--- src/rtl/pipeline_pkg.sv ---
// Shared types and constants for the pipeline hazard sequencer.
//   state_e        : sequencer states
//   pipe_ctrl_t    : bundle of pipeline register enables/flushes
//   MEMTOREG_LOAD  : MemtoReg encoding that marks a load
//   NOP_INST       : instruction loaded into IF/ID when it is flushed
package pipeline_pkg;

  localparam int unsigned REG_ADDR_W = 5;
  localparam int unsigned MEMTOREG_W = 2;

  localparam logic [MEMTOREG_W-1:0] MEMTOREG_LOAD = 2'b01;
  localparam logic [31:0]           NOP_INST      = 32'h0000_0013;

  typedef enum logic [1:0] {
    ST_INIT     = 2'd0,
    ST_RUN      = 2'd1,
    ST_MEM_WAIT = 2'd2
  } state_e;

  typedef struct packed {
    logic pc_en;
    logic if_id_en;
    logic if_id_flush;
    logic id_ex_en;
    logic id_ex_flush;
    logic ex_mem_en;
    logic mem_wb_en;
  } pipe_ctrl_t;

endpackage

--- src/rtl/hz_sat_counter.sv ---
// Saturating up-counter with synchronous clear.
//   clk, rst_n : clock, asynchronous active-low reset (clears count)
//   clr_i      : synchronous clear (wins over inc_i)
//   inc_i      : count up by one, holding at all-ones
//   cnt_o      : current count
module hz_sat_counter #(
  parameter int unsigned W = 16
) (
  input  logic         clk,
  input  logic         rst_n,
  input  logic         clr_i,
  input  logic         inc_i,
  output logic [W-1:0] cnt_o
);

  logic [W-1:0] cnt_q, cnt_d;

  // Next count: clear, else increment unless already saturated.
  always_comb begin
    cnt_d = cnt_q;
    if (clr_i) begin
      cnt_d = '0;
    end else if (inc_i && (cnt_q != {W{1'b1}})) begin
      cnt_d = cnt_q + W'(1);
    end
  end

  always_ff @(posedge clk or negedge rst_n) begin
    if (!rst_n) begin
      cnt_q <= '0;
    end else begin
      cnt_q <= cnt_d;
    end
  end

  assign cnt_o = cnt_q;

endmodule

--- src/rtl/pipeline_hazard_ctrl.sv ---
// Hazard/stall/flush sequencer around the ID stage of a 5-stage pipeline.
//   clk, rst (async active-low)
//   Rs1/Rs2_addr_ID, Rs1/Rs2_used_ID : ID source operands
//   Rd_addr_EX, RegWrite_EX, MemtoReg_EX : EX destination / load detection
//   Redirect_EX : taken branch or jump resolved in EX
//   Mem_req_MEM, MIO_ready : data memory handshake
//   PC_en .. MEM_WB_en, IF_ID_flush, ID_EX_flush : pipeline register controls (combinational)
//   mem_timeout : sticky, memory wait exceeded WAIT_MAX
//   stall_cnt, flush_cnt : saturating debug counters
module pipeline_hazard_ctrl
  import pipeline_pkg::*;
#(
  parameter int unsigned CNT_W    = 16,
  parameter int unsigned WAIT_MAX = 255
) (
  input  logic                  clk,
  input  logic                  rst,
  input  logic [REG_ADDR_W-1:0] Rs1_addr_ID,
  input  logic [REG_ADDR_W-1:0] Rs2_addr_ID,
  input  logic                  Rs1_used_ID,
  input  logic                  Rs2_used_ID,
  input  logic [REG_ADDR_W-1:0] Rd_addr_EX,
  input  logic                  RegWrite_EX,
  input  logic [MEMTOREG_W-1:0] MemtoReg_EX,
  input  logic                  Redirect_EX,
  input  logic                  Mem_req_MEM,
  input  logic                  MIO_ready,
  output logic                  PC_en,
  output logic                  IF_ID_en,
  output logic                  IF_ID_flush,
  output logic                  ID_EX_en,
  output logic                  ID_EX_flush,
  output logic                  EX_MEM_en,
  output logic                  MEM_WB_en,
  output logic                  mem_timeout,
  output logic [CNT_W-1:0]      stall_cnt,
  output logic [CNT_W-1:0]      flush_cnt
);

  localparam int unsigned WAIT_W = $clog2(WAIT_MAX + 1);

  state_e            state_q, state_d;
  pipe_ctrl_t        ctrl_c;
  logic              lu_c, mw_c, resolve_c;
  logic              stall_inc_c, flush_inc_c, wait_inc_c, wait_clr_c;
  logic              timeout_q, timeout_d;
  logic [WAIT_W-1:0] wait_cnt;

  // Load-use: EX load writes a non-x0 register that the ID instruction reads.
  assign lu_c = RegWrite_EX && (MemtoReg_EX == MEMTOREG_LOAD) && (Rd_addr_EX != '0) &&
                ((Rs1_used_ID && (Rs1_addr_ID == Rd_addr_EX)) ||
                 (Rs2_used_ID && (Rs2_addr_ID == Rd_addr_EX)));

  assign mw_c = Mem_req_MEM && !MIO_ready;

  // Next state and pipeline controls.
  always_comb begin
    state_d     = state_q;
    ctrl_c      = '0;
    resolve_c   = 1'b0;
    stall_inc_c = 1'b0;
    flush_inc_c = 1'b0;
    wait_inc_c  = 1'b0;
    wait_clr_c  = 1'b0;
    timeout_d   = timeout_q;

    case (state_q)
      ST_INIT: begin
        ctrl_c  = '{pc_en: 1'b0, if_id_en: 1'b1, if_id_flush: 1'b1, id_ex_en: 1'b1,
                    id_ex_flush: 1'b1, ex_mem_en: 1'b1, mem_wb_en: 1'b1};
        state_d = ST_RUN;
      end
      ST_RUN: begin
        if (mw_c) begin
          // Wait count is always zero in RUN, so one increment yields 1.
          wait_inc_c = 1'b1;
          state_d    = ST_MEM_WAIT;
        end else begin
          resolve_c = 1'b1;
        end
      end
      ST_MEM_WAIT: begin
        if (MIO_ready) begin
          resolve_c  = 1'b1;
          wait_clr_c = 1'b1;
          state_d    = ST_RUN;
        end else begin
          wait_inc_c = 1'b1;
          if (wait_cnt == WAIT_W'(WAIT_MAX)) begin
            timeout_d = 1'b1;
          end
        end
      end
      default: begin
        state_d = ST_INIT;
      end
    endcase

    // Pipe is moving: redirect beats load-use (the flush kills the dependent inst anyway).
    if (resolve_c) begin
      if (Redirect_EX) begin
        ctrl_c      = '{pc_en: 1'b1, if_id_en: 1'b1, if_id_flush: 1'b1, id_ex_en: 1'b1,
                        id_ex_flush: 1'b1, ex_mem_en: 1'b1, mem_wb_en: 1'b1};
        flush_inc_c = 1'b1;
      end else if (lu_c) begin
        ctrl_c      = '{pc_en: 1'b0, if_id_en: 1'b0, if_id_flush: 1'b0, id_ex_en: 1'b1,
                        id_ex_flush: 1'b1, ex_mem_en: 1'b1, mem_wb_en: 1'b1};
        stall_inc_c = 1'b1;
      end else begin
        ctrl_c      = '{pc_en: 1'b1, if_id_en: 1'b1, if_id_flush: 1'b0, id_ex_en: 1'b1,
                        id_ex_flush: 1'b0, ex_mem_en: 1'b1, mem_wb_en: 1'b1};
      end
    end
  end

  always_ff @(posedge clk or negedge rst) begin
    if (!rst) begin
      state_q   <= ST_INIT;
      timeout_q <= 1'b0;
    end else begin
      state_q   <= state_d;
      timeout_q <= timeout_d;
    end
  end

  hz_sat_counter #(.W(CNT_W)) u_stall_cnt (
    .clk   (clk),
    .rst_n (rst),
    .clr_i (1'b0),
    .inc_i (stall_inc_c),
    .cnt_o (stall_cnt)
  );

  hz_sat_counter #(.W(CNT_W)) u_flush_cnt (
    .clk   (clk),
    .rst_n (rst),
    .clr_i (1'b0),
    .inc_i (flush_inc_c),
    .cnt_o (flush_cnt)
  );

  hz_sat_counter #(.W(WAIT_W)) u_wait_cnt (
    .clk   (clk),
    .rst_n (rst),
    .clr_i (wait_clr_c),
    .inc_i (wait_inc_c),
    .cnt_o (wait_cnt)
  );

  assign PC_en       = ctrl_c.pc_en;
  assign IF_ID_en    = ctrl_c.if_id_en;
  assign IF_ID_flush = ctrl_c.if_id_flush;
  assign ID_EX_en    = ctrl_c.id_ex_en;
  assign ID_EX_flush = ctrl_c.id_ex_flush;
  assign EX_MEM_en   = ctrl_c.ex_mem_en;
  assign MEM_WB_en   = ctrl_c.mem_wb_en;
  assign mem_timeout = timeout_q;

endmodule

--- config.mk ---
export PLATFORM = sky130hd
export DESIGN_NAME = pipeline_hazard_ctrl
export DESIGN_NICKNAME = d
export VERILOG_FILES = /design/src/rtl/pipeline_pkg.sv /design/src/rtl/hz_sat_counter.sv /design/src/rtl/pipeline_hazard_ctrl.sv
export SDC_FILE = /design/constraint.sdc
export NUM_CORES = 1
export LEC_CHECK = 0
export CAP_MARGIN = 40
export CORE_MARGIN = 2
export CORE_UTILIZATION = 45
export CTS_BUF_LIST = sky130_fd_sc_hd__clkbuf_4
export DETAILED_ROUTE_END_ITERATION = 10
export GPL_TIMING_DRIVEN = 0
export PLACE_DENSITY = 0.73
export SYNTH_ARGS = -nofsm -noshare
export SYNTH_HDL_FRONTEND = slang
export SYNTH_SLANG_ARGS = --single-unit
--- constraint.sdc ---
create_clock -name clk -period 5.08 [get_ports clk]
set_input_delay 0.508 -clock clk [delete_from_list [all_inputs] [get_ports clk]]
set_output_delay 0.508 -clock clk [all_outputs]
set_load 0.01 [all_outputs]
## Word level (Yosys, flattened, before mapping)

Index checks and enable logic that the tools add are counted.

- Bitwise operators: 1
- $add $sub $neg: 3
- Reduce and logical (&&, ||, !) cells: 16
- Muxes and demuxes: 21
- Equality and inequality tests: 11

Operators with widths:

| kind | number |
|---|---|
| $add 16x1->16 const B | 2 |
| $ne 16x16->1 const B | 2 |
| $mux 7 | 3 |
| $mux 8 | 2 |
| $eq 5x5->1 | 2 |
| $mux 1 | 10 |
| $logic_and 1x1->1 | 9 |
| $add 8x1->8 const B | 1 |
| $eq 8x8->1 const B | 1 |
| $ne 8x8->1 const B | 1 |
| $mux 6 | 1 |
| $pmux 2 s3 | 1 |
| $reduce_bool 5->1 | 1 |
| $eq 2x1->1 const B | 2 |
| $mux 2 | 2 |
| $ne 2x2->1 const B | 2 |
| $pmux 1 s2 | 2 |
| $reduce_and 3->1 | 1 |
| $eq 2x2->1 const B | 1 |
| $logic_not 2->1 | 1 |
| $reduce_and 2->1 | 1 |
| $reduce_bool 2->1 | 1 |
| $logic_not 1->1 | 1 |
| $logic_or 1x1->1 | 1 |
| $not 1->1 | 1 |

- Output and inout port bits: 40
- Flip-flop bits (word level): 43

## Logic depth before layout (Yosys ltp)

- Word-level depth: 8
- Mapped depth: 8

## Modules after synthesis

From an unflattened synthesis, not the netlist that was laid out.

- Cell total of the unflattened synthesis: 298
- Area, all modules: 2788.9 µm²

By module, submodules not included:

| module | cells each | area each (µm²) | times used |
|---|---|---|---|
| hz_sat_counter at u_flush_cnt ... | 98 | 942.2 | 2 |
| hz_sat_counter at u_wait_cnt | 49 | 464.2 | 1 |
| pipeline_hazard_ctrl | 53 | 440.4 | 1 |

## Worst setup path before layout

Ideal clock, no wire load.

- Path type: input-to-output
- Start point: input port Rd_addr_EX[1]
- End point: output port IF_ID_en
- Path buffers: 1
- Arrival: 1717 ps
- Stages on the path: 5
- Path slack: 2855 ps
- Required time: 4572 ps
- Path through: or4_1 o2111ai_2 nor3_2 buf_6 a21oi_1

- Longest elaborated chain between the ends: 7
- Elaborated cells on any way between the ends: 11
- Classes of those cells: 2 x eq/ne; 3 x mux; 6 x reduce/logical

Ends and longest elaborated chain:

| item | RTL line | text |
|---|---|---|
| from (decl) | pipeline_hazard_ctrl.sv:22 | `input logic [REG_ADDR_W-1:0] Rd_addr_EX,` |
| $eq 5x5->1, on equally long branches | pipeline_hazard_ctrl.sv:51, pipeline_hazard_ctrl.sv:52 |  |
| $logic_and 1x1->1, on equally long branches | pipeline_hazard_ctrl.sv:51, pipeline_hazard_ctrl.sv:52 |  |
| $logic_or 1x1->1 | pipeline_hazard_ctrl.sv:51 | `((Rs1_used_ID && (Rs1_addr_ID == Rd_addr_EX)) \|\|` |
| $logic_and 1x1->1 * | pipeline_hazard_ctrl.sv:50 | `assign lu_c = RegWrite_EX && (MemtoReg_EX == MEMTOREG_LOAD) && (Rd_addr_EX != '0) &&` |
| $mux 7 * | pipeline_hazard_ctrl.sv:105 | `end else if (lu_c) begin` |
| $mux 7 * | pipeline_hazard_ctrl.sv:101 | `if (Redirect_EX) begin` |
| $mux 7 * | pipeline_hazard_ctrl.sv:100 | `if (resolve_c) begin` |
| to (decl) | pipeline_hazard_ctrl.sv:29 | `output logic IF_ID_en,` |

Mark *: on every way between the ends. The rest lies on a longest branch, timed or not.

## Worst setup path in the final report

- Start point: input port Rd_addr_EX[2]
- End point: output port IF_ID_en

Same word-level chain as after synthesis.

==> results_dict.tcl <==
set metrics [dict create \
    status "complete, no violations" \
    synth_common_cells "dfrtp_1, xnor2_1, nand2_1, nand4_1, nor2_1" \
    cp.required_ps 4570 \
    wl_per_cell_um 13.8 \
    post-route-period-util 0.671 \
    antennaDiodeCount 0 \
    cts_tree "built" \
    synth_cells 247 \
    cts_made_buffers 5 \
    fill_cells 478 \
    combPwrFrac 0.424 \
    synth_compound_area_frac 0.0621 \
    fin_setup_tns_ps 0 \
    fp.dieH_um 78.5 \
    rsz0062_at_grt "no" \
    cts_hold_buf 0 \
    setup_viol 0 \
    sw_frac_of_total 0.332 \
    drv_cap 0 \
    final_area_um2 3320 \
    synthSimpleGateAreaFrac 0.269 \
    hold-worst-slack_ps 54.6 \
    ys_async_sr_fraction 1.00 \
    netlist.area_leader.share 0.430 \
    r2r_start "state_q[1]" \
    drt-vias-per-instance 5.21 \
    skew_ps 8.14 \
    cp_slowest_cell "clkdlybuf4s50_1" \
    crit_path_end_kind "output pin" \
    postRouteAntennaNets 0 \
    globalplace.congestion 0.783 \
    ir_drop_mv 0.294 \
    cts_buffer_depth 2 \
    r2r-end "u_stall_cnt.cnt_o[1]" \
    hp-class "input port to async pin" \
    power.total_mw 1.11 \
    grt_max_degree 28 \
    post-place-ws_ps 1690 \
    synth_xor_xnor_area_share 0.158 \
    dp_hpwl_um 4130 \
    synth_warnings 0 \
    die_w_um 78.5 \
    placed_cell_area_um2 3250 \
    cp_max_fo 10 \
    num_vias 2039 \
    grt_pass1_vias 2151 \
    slew_viol_final 0 \
    crit_chain "clkdlybuf4s50_1 -> or4_1 -> o2111ai_2 -> nor3_2 -> buf_6 -> a21oi_1 -> clkdlybuf4s50_1" \
    clock_latency_ps 360 \
    fin_ws_ps 1670 \
    fmax_mhz 293 \
    ys_top_cells_by_area "dfrtp_1, xnor2_1, nand4_1" \
    power_frac_seq 0.380 \
    seq_area_frac_synth 0.430 \
    worstPathArrival_ps 2900 \
    post_cts_resized 0 \
    synth-main-ff-cell "dfrtp_1" \
    synth_edf_count 0 \
    first_pass_iters 4 \
    startpoint_type "input port" \
    synth.most_common_cell "dfrtp_1" \
    crit_buf_inv 3 \
    yosysUniqueCellTypes 48 \
    start_util 0.460 \
    synthesis.nets 278 \
    htree_levels 2 \
    grt_overflow_total 0 \
    io_buffers 64 \
    p_leak_nw 1.37 \
    path_common_cell "clkdlybuf4s50_1" \
    multi_input_area_um2 1330 \
    syn_area_um2 2500 \
    endpoint "IF_ID_en" \
    track_usage 0.190 \
    area_delta_synth_final_pct 32.8 \
    fin_nets 350 \
    rows 27 \
    antenna_found_initial 0 \
    muxShareOfSynthArea 0.0130 \
    cp-startpoint "Rd_addr_EX[2]" \
    maxSlewHeadroom 0.628 \
    ios 65 \
    routed_wl_um 5410 \
    hold_violations 0 \
    tightest_slew_ps 555 \
    ys_ff_latch 43 \
    clkPwrFrac 0.195 \
    cp_num_cells 7 \
    drt_iter0_markers 139 \
    period_needed_ps 3410 \
    drive_above_1_share 0.107 \
    regArea_um2 1080 \
    cts.sinks 43 \
    yosys.area_share.adder 0.0300 \
    regToRegSetupSlack_ps 2780 \
    final_util 0.611 \
    p_per_area_nw_per_um2 333 \
    yosys.area.top_type "dfrtp_1" \
    synth_top_family_by_area "simple AND/OR/NAND/NOR gates" \
    postCtsSetupBuffers 0 \
    core_um2 5440 \
    path_delay_family "buffers and inverters" \
    worstSetupPathType "input port to output pin" \
    cts-root-buf "clkbuf_4" \
    grt_pass1_wl_um 9530 \
    intPower_mw 0.740 \
    reg2reg_depth 7 \
    path_clk_slew_ps 130 \
    layout.cells.non_filler 391 \
    drc_errors 0 \
    p_sw_mw 0.367 \
    dieArea_um2 6170 \
    avgSynthCellArea_um2 10.1 \
    critical_path.max_stage_delay_ps 570 \
    numPlacedInstances 384 \
]
cell type report:
cell class	instances	area share
buffer	7	0.0173
clock buffer	6	0.0136
clock inverter	1	0.00904
inverter	10	0.0113
multi-input combinational	187	0.400
sequential	43	0.324
tap	72	0.0271
timing repair buffer	65	0.197
routing by layer:
metal | routed length, um | global-route usage | vias up
met5 | 0 | 0 | -
met2 | 2490 | 0.312 | 62
met3 | 417 | 0.0586 | 7
met4 | 61 | 0.0544 | 0
li1 | - | - | 1016
met1 | 2450 | 0.243 | 954
registers in the layout (all words and copies together), names as in the netlist:
signal             flops
mem_timeout            1
state_q                2
u_flush_cnt.cnt_o     16
u_stall_cnt.cnt_o     16
u_wait_cnt.cnt_o       8
cell families (layout without fill, tap and decap cells):
family,after synthesis,after routing
AND/OR/NAND/NOR,113,113
XOR/XNOR,45,45
flip-flops,43,43
AO/OA/AOI/OAI,20,20
buffers and inverters,17,89
adder cells (fa/ha/maj),6,6
multiplexers,3,3
cells in the final DEF, fill, tap and decap left out, types with 6 or more instances in the layout:
master           instances
a21oi_1                  6
and3_1                   8
clkbuf_4                 6
clkdlybuf4s50_1         63
dfrtp_1                 43
ha_1                     6
inv_1                   10
nand2_1                 21
nand3_1                  8
nand4_1                 21
nor2_1                  18
nor3_1                   7
xnor2_1                 38
xor2_1                   7
power groups by stage:
stage               sequential [mW]  clock [mW]  combinational (mW)
floorplan                     0.427           0               0.254
global placement              0.426           0               0.463
detailed placement            0.427           0               0.470
CTS                           0.421       0.222               0.475
global route                  0.428       0.235               0.521
finish                        0.421       0.216               0.470
worst min path at each step:
stage                           start                   end  slack [ps]
final                             rst   u_wait_cnt.cnt_o[1]          50
after global routing              rst  u_flush_cnt.cnt_o[0]          70
after CTS                         rst  u_flush_cnt.cnt_o[0]          60
after detailed placement  mem_timeout           mem_timeout         450
after global placement    mem_timeout           mem_timeout         440
after floorplan                   rst           mem_timeout         210
worst reg2reg max path, stage by stage, from the launching register on:
cell     delay (ps)
dfrtp_1         410
inv_1            80
ha_1            340
and3_1          220
a31oi_2          90
nor3_2          510
nand3_2         190
mux2_1          350
Power figures use the tool's default switching activity.
